`src/rtl/btn_pkg.sv`:
```
// Shared types and width helpers for the push-button conditioner.
//   state_e : debounce FSM states
//   phase_e : auto-repeat phase (initial delay vs. steady period)
package btn_pkg;

  typedef enum logic [1:0] {
    ST_IDLE       = 2'd0,
    ST_DB_PRESS   = 2'd1,
    ST_HELD       = 2'd2,
    ST_DB_RELEASE = 2'd3
  } state_e;

  typedef enum logic {
    PH_DELAY  = 1'b0,
    PH_PERIOD = 1'b1
  } phase_e;

  // Bits needed to hold 0..n-1, never less than one bit.
  function automatic int unsigned cnt_width(input int unsigned n);
    if (n <= 1) return 1;
    else        return $clog2(n);
  endfunction

  function automatic int unsigned max_u(input int unsigned a, input int unsigned b);
    return (a > b) ? a : b;
  endfunction

endpackage

```
`src/rtl/sync_2ff.sv`:
```
// Two-flop synchroniser for a single asynchronous input.
//   clk   : destination clock
//   rst_n : asynchronous active-low clear (both flops reset to 0)
//   d     : asynchronous input
//   q     : synchronised output (second flop)
module sync_2ff (
  input  logic clk,
  input  logic rst_n,
  input  logic d,
  output logic q
);

  logic meta_q, meta_d;
  logic sync_q, sync_d;

  always_comb begin
    meta_d = d;
    sync_d = meta_q;
  end

  always_ff @(posedge clk or negedge rst_n) begin
    if (!rst_n) begin
      meta_q <= 1'b0;
      sync_q <= 1'b0;
    end else begin
      meta_q <= meta_d;
      sync_q <= sync_d;
    end
  end

  assign q = sync_q;

endmodule

```
`src/rtl/btn_conditioner.sv`:
```
// Push-button conditioner: synchronise, debounce, and emit a stable level
// plus one-cycle press / release pulses, with optional auto-repeat.
//   CLK100MHZ   : system clock
//   CPU_RESETN  : asynchronous active-low reset
//   btn_in      : raw button, asynchronous to CLK100MHZ
//   btn_level   : debounced level
//   btn_press   : pulse per accepted press and per auto-repeat
//   btn_repeat  : pulse on auto-repeats only
//   btn_release : pulse per accepted release
module btn_conditioner
  import btn_pkg::*;
#(
  parameter int unsigned DEBOUNCE_CYCLES = 1000000,
  parameter int unsigned REPEAT_DELAY    = 0,
  parameter int unsigned REPEAT_PERIOD   = 10000000
) (
  input  logic CLK100MHZ,
  input  logic CPU_RESETN,
  input  logic btn_in,
  output logic btn_level,
  output logic btn_press,
  output logic btn_repeat,
  output logic btn_release
);

  localparam int unsigned DB_W  = cnt_width(DEBOUNCE_CYCLES);
  localparam int unsigned RPT_W = cnt_width(max_u(REPEAT_DELAY, REPEAT_PERIOD));
  localparam logic [DB_W-1:0]  DB_LAST     = DB_W'(DEBOUNCE_CYCLES - 1);
  localparam logic [RPT_W-1:0] DELAY_LAST  = RPT_W'(REPEAT_DELAY - 1);
  localparam logic [RPT_W-1:0] PERIOD_LAST = RPT_W'(REPEAT_PERIOD - 1);
  localparam bit               RPT_EN      = (REPEAT_DELAY != 0);

  // Reject parameter values that would make the counters meaningless.
  if (DEBOUNCE_CYCLES < 1) begin : g_bad_debounce
    $error("btn_conditioner: DEBOUNCE_CYCLES must be >= 1");
  end
  if (REPEAT_PERIOD < 1) begin : g_bad_period
    $error("btn_conditioner: REPEAT_PERIOD must be >= 1");
  end

  logic btn_s;

  sync_2ff u_sync (
    .clk   (CLK100MHZ),
    .rst_n (CPU_RESETN),
    .d     (btn_in),
    .q     (btn_s)
  );

  state_e            state_q, state_d;
  phase_e            phase_q, phase_d;
  logic [DB_W-1:0]   db_cnt_q, db_cnt_d;
  logic [RPT_W-1:0]  rpt_cnt_q, rpt_cnt_d;
  logic              level_q, level_d;
  logic              press_q, press_d;
  logic              repeat_q, repeat_d;
  logic              release_q, release_d;

  logic db_done_c;
  logic rpt_hit_c;

  assign db_done_c = (db_cnt_q == DB_LAST);

  // A repeat only fires while the button is still seen held; a release
  // detected on the same edge suppresses it.
  assign rpt_hit_c = RPT_EN && btn_s && (state_q == ST_HELD) &&
                     (((phase_q == PH_DELAY)  && (rpt_cnt_q == DELAY_LAST)) ||
                      ((phase_q == PH_PERIOD) && (rpt_cnt_q == PERIOD_LAST)));

  // State and output registers.
  always_ff @(posedge CLK100MHZ or negedge CPU_RESETN) begin
    if (!CPU_RESETN) begin
      state_q   <= ST_IDLE;
      phase_q   <= PH_DELAY;
      db_cnt_q  <= '0;
      rpt_cnt_q <= '0;
      level_q   <= 1'b0;
      press_q   <= 1'b0;
      repeat_q  <= 1'b0;
      release_q <= 1'b0;
    end else begin
      state_q   <= state_d;
      phase_q   <= phase_d;
      db_cnt_q  <= db_cnt_d;
      rpt_cnt_q <= rpt_cnt_d;
      level_q   <= level_d;
      press_q   <= press_d;
      repeat_q  <= repeat_d;
      release_q <= release_d;
    end
  end

  // Next-state and counter logic.
  always_comb begin
    state_d   = state_q;
    phase_d   = phase_q;
    db_cnt_d  = db_cnt_q;
    rpt_cnt_d = rpt_cnt_q;
    unique case (state_q)
      ST_IDLE: begin
        if (btn_s) begin
          state_d  = ST_DB_PRESS;
          db_cnt_d = '0;
        end
      end
      ST_DB_PRESS: begin
        if (!btn_s) begin
          state_d = ST_IDLE;
        end else if (db_done_c) begin
          state_d   = ST_HELD;
          rpt_cnt_d = '0;
          phase_d   = PH_DELAY;
        end else begin
          db_cnt_d = db_cnt_q + DB_W'(1);
        end
      end
      ST_HELD: begin
        if (!btn_s) begin
          state_d  = ST_DB_RELEASE;
          db_cnt_d = '0;
        end else if (rpt_hit_c) begin
          rpt_cnt_d = '0;
          phase_d   = PH_PERIOD;
        end else if (RPT_EN) begin
          rpt_cnt_d = rpt_cnt_q + RPT_W'(1);
        end
      end
      ST_DB_RELEASE: begin
        // Repeat counter is frozen here; a bounce back resumes it as-is.
        if (btn_s) begin
          state_d = ST_HELD;
        end else if (db_done_c) begin
          state_d = ST_IDLE;
        end else begin
          db_cnt_d = db_cnt_q + DB_W'(1);
        end
      end
      default: state_d = ST_IDLE;
    endcase
  end

  // Output decode, registered one edge later with the state change.
  always_comb begin
    level_d   = 1'b0;
    press_d   = 1'b0;
    repeat_d  = 1'b0;
    release_d = 1'b0;
    unique case (state_q)
      ST_IDLE: ;
      ST_DB_PRESS: begin
        if (btn_s && db_done_c) begin
          level_d = 1'b1;
          press_d = 1'b1;
        end
      end
      ST_HELD: begin
        level_d = 1'b1;
        if (rpt_hit_c) begin
          press_d  = 1'b1;
          repeat_d = 1'b1;
        end
      end
      ST_DB_RELEASE: begin
        level_d = 1'b1;
        if (!btn_s && db_done_c) begin
          level_d   = 1'b0;
          release_d = 1'b1;
        end
      end
      default: ;
    endcase
  end

  assign btn_level   = level_q;
  assign btn_press   = press_q;
  assign btn_repeat  = repeat_q;
  assign btn_release = release_q;

endmodule

```
`config.mk`:
```
export PLATFORM = sky130hd
export DESIGN_NAME = btn_conditioner
export DESIGN_NICKNAME = d
export VERILOG_FILES = /design/src/rtl/btn_pkg.sv /design/src/rtl/sync_2ff.sv /design/src/rtl/btn_conditioner.sv
export SDC_FILE = /design/constraint.sdc
export NUM_CORES = 1
export LEC_CHECK = 0
export ABC_AREA = 1
export CAP_MARGIN = 15
export CORE_MARGIN = 1.5
export CORE_UTILIZATION = 60
export CTS_BUF_LIST = sky130_fd_sc_hd__clkbuf_2
export CTS_CLUSTER_DIAMETER = 120
export DETAILED_ROUTE_END_ITERATION = 8
export PLACE_DENSITY_LB_ADDON = 0.15
export SLEW_MARGIN = 20
export SYNTH_ARGS = -nofsm -noshare
export SYNTH_HDL_FRONTEND = slang
export SYNTH_SLANG_ARGS = --single-unit
```
`constraint.sdc`:
```
create_clock -name CLK100MHZ -period 4.1 [get_ports CLK100MHZ]
set_clock_uncertainty 0.1 [all_clocks]
set_input_delay 0.615 -clock CLK100MHZ [delete_from_list [all_inputs] [get_ports CLK100MHZ]]
set_output_delay 0.615 -clock CLK100MHZ [all_outputs]
set_load 0.02 [all_outputs]
```
==> summary.txt, run 1 <==
Run status
  • Status: finished, final reports clean

Clock network
  • Hold buffers post-CTS: 0
  • CTS max path bufs: 2
  • CTS buffer count: 3
  • CTS tree: done
  • Worst skew pair latency: 370 ps
  • Post_cts resized: 0
  • Clock Sinks: 27
  • Postcts setup bufs: 0
  • CTS root buf: clkbuf_2
  • H-tree Lvls: 1
  • Clk pin slew, worst setup/hold paths: 260 ps

Setup path
  • CP Launch Type: register
  • Crit path max fanout: 1
  • Crit path buf inv count: 1
  • CP Data Arrival Time: about 1300 ps
  • Largest stage delay on the critical path: a little under 600 ps
  • CP endpoint kind: output port
  • CP required: around 3400 ps
  • Crit-path cells: clkdlybuf4s50_1
  • Crit-path leading delay family: buffers and inverters
  • Crit Path Class: register to output port
  • Slowest library cell on the worst path: clkdlybuf4s50_1

Synth
  • EDFF count, synth: 0
  • Post-synthesis xor/xnor area fraction: 3.99%
  • Synthesized cell area: 1760 um^2
  • Synth Area in Adders: less than 1%
  • Post-synth ARST share: 100%
  • Most common cell in the synthesized netlist: nand2_1
  • Synth Flop Type: dfrtp_1
  • Seq/Total Area, Yosys: 38.5%
  • Synth area leaders: dfrtp_1 38%, nand2_1 18%, nand3_1 10%
  • Post-Synth Simple-Gate Area: between 40% and 50%
  • Synth Net Count: 253
  • Post-synth cell types: 24
  • #FFs+latches synth: 27
  • Top post-synthesis cells by count: 83 x nand2_1, 35 x nand3_1, 27 x dfrtp_1, 27 x nor2_1, 22 x inv_1
  • Share of synthesized area spent on multiplexers: 0%
  • Synth Area in Compound Gates: 0.998%
  • Largest area contributor in the netlist: dfrtp_1
  • Mean Syn Cell Area: 7.05 um^2
  • Main combinational cell family by area after synthesis: simple AND/OR/NAND/NOR gates
  • Yosys top cell area share: 38.5%
  • Synth Instances: 249
  • Synthesis Warnings: 0

STA
  • Worst slew pin tran: 825 ps
  • Final Max Slew Viols: 0
  • Setup TNS: 0 ps
  • Fin. Hold Viols: 0
  • Final Critical Period: 2050 ps
  • Fin worst setup slack: roughly 2000 ps
  • RSZ-0062 raised after global routing: false
  • Fin crit share: 50.1%
  • Setup violators final: 0
  • F_max: 487 MHz
  • Max-slew headroom: 44.8%

Placed design
  • DP HPWL: about 2500 um
  • Buffers on Ports: 5
  • Final GP Congestion: 0.884
  • Place WS: 2170 ps
  • Placed cells: 280
  • Area after DPL: 1800 um^2

Power and ir drop
  • Switching share of power: 30.3%
  • Sequential cell fraction of total power: 63.4%
  • Internal power: 0.000319 W
  • Combinational Power Share: 12.7%
  • Pwr/cell area: 251 nW/um^2
  • Maximum vdd ir drop: 0.000221 V
  • Clock Power Share: 23.9%
  • Lkg Pwr: 0.866 nW
  • Switching pwr: around 0.00014 W

Detailed routing
  • Drt pass-1 iters: 4
  • DRT antenna net count: 0
  • DR vias: 1507
  • Final WL: 3460 um
  • Initial DRC count: 74
  • Drt drc: 0
  • Via/cell ratio: 5.31
  • WL per Instance: 12.2 um

Cells and area
  • Synth-to-Final Area Change: 3.92%
  • Antenna diodes: 0
  • Util after Layout: 66.2%
  • Final Cell Area: between 1500 and 2000 um^2
  • Non-Filler Instances: about 280
  • Layout cells sized above 1: 12.6%
  • Fill count: 267
  • Nets@finish: 258

Run
  • Max-cap violations: 0

Floorplan
  • I/O pins: 7
  • Die Wd: 57.1 um
  • Die area: approximately 3300 um^2
  • Initial Util: 63.7%
  • Die H: about 57 um
  • FP Rows: 19
  • Core area: 2760 um^2

Global route
  • First-pass GRT wire length: between 6000 and 7000 um
  • GRT Util Overall: between 20% and 30%
  • Vias in the first global route: 1411
  • Antenna violations before repair: 0
  • Grt ovf: 0
  • Largest net degree at the start of global routing: 28

Hold path
  • HP Class: register to register
## worst reg2reg max path, stage by stage, from the launching register on
cell     delay, ps
dfrtp_1        420
inv_1          220
nand3_1        650
nand2_1        400
nand2_1         90
nand2_1         70
## final cells by class
cell class,instances,area [um^2],area share [%]
tap,31,38.8,2.13
clock buffer,3,15.0,0.823
timing repair buffer,6,57.6,3.16
inverter,27,103,5.62
clock inverter,1,8.76,0.480
multi-input combinational,189,926,50.8
sequential,27,676,37.0
## sequential cells by signal, indices dropped and copies added (netlist names), named ones only
signal	count
db_cnt_q	20
btn_level	1
btn_press	1
btn_release	1
state_q	1
u_sync.meta_q	1
u_sync.q	1
## cell usage in the layout, fill, tap and decap left out, types with 2 or more instances in the layout
cell / instances
xnor2_1: 2
nand3_2: 4
clkbuf_2: 3
xor2_1: 6
nand4_1: 7
clkdlybuf4s50_1: 5
o21ai_0: 2
nand3_1: 35
inv_1: 22
nand2_2: 4
dfrtp_1: 27
nor2_1: 27
nand2_1: 83
inv_2: 4
nor2_4: 4
nor2_2: 9
## metal layers
layer,share of wire [%],GRT usage (%),wire length [um],vias up
li1,-,-,-,787
met1,48,31.5,1670,684
met2,47,39.9,1640,34
met3,3.8,2.49,131,2
met4,0.49,7.64,17,0
met5,0,0,0,-
## kinds of logic (layout without fill, tap and decap cells)
| group | Yosys count | in the layout |
|---|---|---|
| xor+xnor | 8 | 8 |
| buf+inv | 33 | 37 |
| simple gates | 176 | 176 |
| compound gates | 3 | 3 |
| flops | 27 | 27 |
| fa+ha+maj | 1 | 1 |
| other cells | 1 | 1 |
## stage by stage
stage               power [W]  hold slack, ps
detailed placement   0.000354             236
finish               0.000458             286
global route         0.000484             293
global placement     0.000351             235
CTS                  0.000464             290
floorplan            0.000342             219
## final timing paths
check | startpoint | to | slack, ps | cells past startpoint
worst max register to register | state_q[0]$_DFFE_PN0P_ | db_cnt_q[9]$_DFFE_PN0P_ | 2110 | 5
worst min-delay path | u_sync.meta_q$_DFF_PN0_ | u_sync.q$_DFF_PN0_ | 290 | 0
worst max-delay path | btn_release$_DFF_PN0_ | btn_release | 2050 | 1
min in group asynchronous | CPU_RESETN | db_cnt_q[11]$_DFFE_PN0P_ | 490 | 2
max in group asynchronous | CPU_RESETN | db_cnt_q[1]$_DFFE_PN0P_ | 3160 | 2
worst min register to register | u_sync.meta_q$_DFF_PN0_ | u_sync.q$_DFF_PN0_ | 290 | 0
## power by group through the flow
stage	Combinational, W	Clock, W	Sequential, W
floorplan	0.0000492	0	0.000293
detailed placement	0.0000582	0	0.000295
global route	0.0000673	0.000124	0.000292
global placement	0.0000568	0	0.000294
finish	0.0000583	0.000109	0.000290
CTS	0.0000587	0.000115	0.000291
(Power assumes the default switching activity.)
==> inputs of run 2 (changes only) <==
Settings changed: CORE_UTILIZATION 60 to 57.
Clock period 4.1 ns to 1.6 ns, I/O delays scaled along.
==> run 2 against run 1 <==
  * Register-to-register slack worse by 2000 ps
  * Total power rose to 2.7 times the previous value
  * First-iteration DRC count up 11%
  * Worst hold slack worse by 160 ps
  * Worst setup slack worse by 2000 ps
  * Clock power up 140%
  * Utilization up 5.4 points
  * Combinational power rose to 4.2 times the previous value
  * Global-route usage up 0.66 points
  * Die area up 5.0%
  * Cell area up 11%
  * Sequential power rose to 2.5 times the previous value
  * Critical endpoint is now db_cnt_q[18]$_DFFE_PN0P_
  * Largest power group unchanged
==> summary.txt, run 2 (same netlist as run 1, synthesis figures left out) <==
Cells and area
  • Most frequent cells in the layout: 82 x nand2_1, 34 x nand3_1, 26 x nor2_1
  • Multi-input gate area: 963 um^2 (+4.1%)
  • Max FFs per register: 20 (unchanged)
  • Antenna diodes: 0 (unchanged)
  • Layout cells sized above 1: 23.6% (+11 points)
  • Synth-to-Final Area Change: 15.3%
  • Storage cell area: 688 um^2 (+1.9%)
  • Fill count: 239 (-10%)
  • Largest Register: db_cnt_q
  • Nets@finish: 276 (+7.0%)
  • Commonest non-fill, non-tap cell in the layout: nand2_1

Global route
  • M1 GR Usage: 33.6% (+2.1 points)
  • Largest net degree at the start of global routing: 28 (unchanged)
  • Vias in the first global route: 1454 (+3.0%)
  • Grt ovf: 0 (unchanged)
  • First-pass GRT wire length: 6350 um (+5.0%)
  • GR Layer Usage met3: 3.08% (+0.58 points)
  • GRT Util Overall: 24.1% (+0.66 points)
  • Antenna violations before repair: 0 (unchanged)
  • Most used routing layer: met2
  • GR Util met2: 38.4% (-1.5 points)

STA
  • Final Critical Period: 1530 ps
  • Setup TNS: 0 ps (unchanged)
  • Final Max Slew Viols: 0 (unchanged)
  • Fin crit share: ~96%
  • Setup violators final: 0 (unchanged)
  • WHS: 121 ps (-165 ps)
  • RSZ-0062 raised after global routing: true
  • Fin. Hold Viols: 0 (unchanged)
  • F_max: 654 MHz

Placed design
  • Buffers on Ports: 5 (unchanged)
  • DP HPWL: 2720 um (+6.6%)
  • Final GP Congestion: 0.929 (+5.1%)

Setup path
  • CP Launch Type: register
  • CP Data Arrival Time: 1720 ps (+380 ps)
  • Crit path max fanout: 14 (+13)
  • CP endpoint kind: register
  • Crit Path Class: register to register
  • CP required: 1790 ps (-1590 ps)

Floorplan
  • Die area: 3420 um^2 (+5.0%)
  • I/O pins: 7 (unchanged)
  • Core area: 2830 um^2 (+2.6%)
  • Initial Util: 62.1% (-1.6 points)
  • FP Rows: 19 (unchanged)
  • Die H: 58.5 um (+2.5%)
  • Die Wd: 58.5 um (+2.5%)

Detailed routing
  • Final WL: 3740 um (+8.2%)
  • Drt drc: 0 (unchanged)
  • DRT antenna net count: 0 (unchanged)
  • Drt pass-1 iters: 4 (unchanged)
  • Initial DRC count: 82 (+11%)
  • WL per Instance: 12.4 um (+1.7%)
  • DR vias: 1606 (+6.6%)
  • Via/cell ratio: 5.32 (+0.22%)

Power and ir drop
  • Lkg Pwr: 0.959 nW (+11%)
  • Pwr/cell area: 611 nW/um^2 (+140%)
  • Maximum vdd ir drop: 0.000507 V (+130%)

Clock network
  • Clk pin slew, worst setup/hold paths: 250 ps (about the same)
  • H-tree Lvls: 1 (unchanged)
  • CTS root buf: clkbuf_2
  • Clock Sinks: 27 (unchanged)
  • CTS tree: done
  • Worst skew pair latency: 360 ps (about the same)
  • CTS max path bufs: 2 (unchanged)
  • CTS buffer count: 3 (unchanged)

Hold path
  • HP Class: input port to asynchronous set/reset pin

Run
  • Max-cap violations: 0 (unchanged)

Run status
  • Status: finished, final reports clean
-- run 2: changes by cell type in the layout (fill, tap and decap cells not counted), moves of 2 or more --
cell	change
buf_4	+15
buf_6	+2
clkdlybuf4s50_1	-3
dfrtp_1	-10
dfrtp_2	+10
dlygate4sd2_1	+3
nand3_4	+2
nor2_4	+2
-- run 2: path summary, 6_finish.rpt --
| path | startpoint | cells after the start | endpoint | slack (ps) |
|---|---|---|---|---|
| max | db_cnt_q[1]$_DFFE_PN0P_ | 9 | db_cnt_q[18]$_DFFE_PN0P_ | 70 |
| min | CPU_RESETN | 2 | db_cnt_q[16]$_DFFE_PN0P_ | 120 |
| max reg2reg | db_cnt_q[1]$_DFFE_PN0P_ | 9 | db_cnt_q[18]$_DFFE_PN0P_ | 70 |
| min reg2reg | u_sync.meta_q$_DFF_PN0_ | 0 | u_sync.q$_DFF_PN0_ | 300 |
| max in group asynchronous | CPU_RESETN | 2 | db_cnt_q[2]$_DFFE_PN0P_ | 1000 |
| min in group CLK100MHZ | btn_in | 1 | u_sync.meta_q$_DFF_PN0_ | 200 |
-- run 2: through the flow --
stage / instances / power (W) / cell area (um^2) / util [%] / setup slack (ps)
final: 302 / 0.00124 / 2020 / 71.5 / 71.4
after CTS: 299 / 0.00123 / 1940 / 68.6 / 9.05
after floorplan: 249 / 0.000876 / 1760 / - / 29.8
after global routing: 302 / 0.00130 / 2020 / 71.5 / -17.8
after detailed placement: 295 / 0.000970 / 1930 / 68.1 / 58.2
after global placement: 295 / 0.000968 / 1930 / 68.1 / 98.5
-- run 2: layout make-up --
cell class	instances	area share, %
clock buffer	3	0.742
clock inverter	1	0.247
inverter	27	5.13
multi-input combinational	189	47.6
sequential	27	34.0
tap	31	1.92
timing repair buffer	24	10.3
-- run 2: metal layers --
layer	part of all wire (%)	routed length [um]
met5	0	0
met4	0.67	25
met3	4.4	163
met2	48	1780
met1	47	1770
-- run 2: report_power, final --
| group | switching, W | leakage, nW | internal, W |
|---|---|---|---|
| Sequential | 0.0000223 | 0.352 | 0.000712 |
| Clock | 0.000202 | 0.0164 | 0.0000567 |
| Combinational | 0.000143 | 0.591 | 0.000100 |
| Total | 0.000368 | 0.959 | 0.000869 |
-- run 2: critical path, cell delays in order (launching register included) --
cell	delay, ps
dfrtp_1	410
ha_2	220
nand3_4	120
inv_4	100
nand3_4	80
nor2_4	130
nor2_4	50
buf_12	140
nand3_1	70
nand2_1	50
-- run 2: repair_timing --
item                                    CTS  global route
gates cloned                              0             0
pin swaps                                 0             4
hold buffers                              0             0
resized for setup                         3            21
endpoints found under the setup margin    3            20
buffers inserted                          0             3
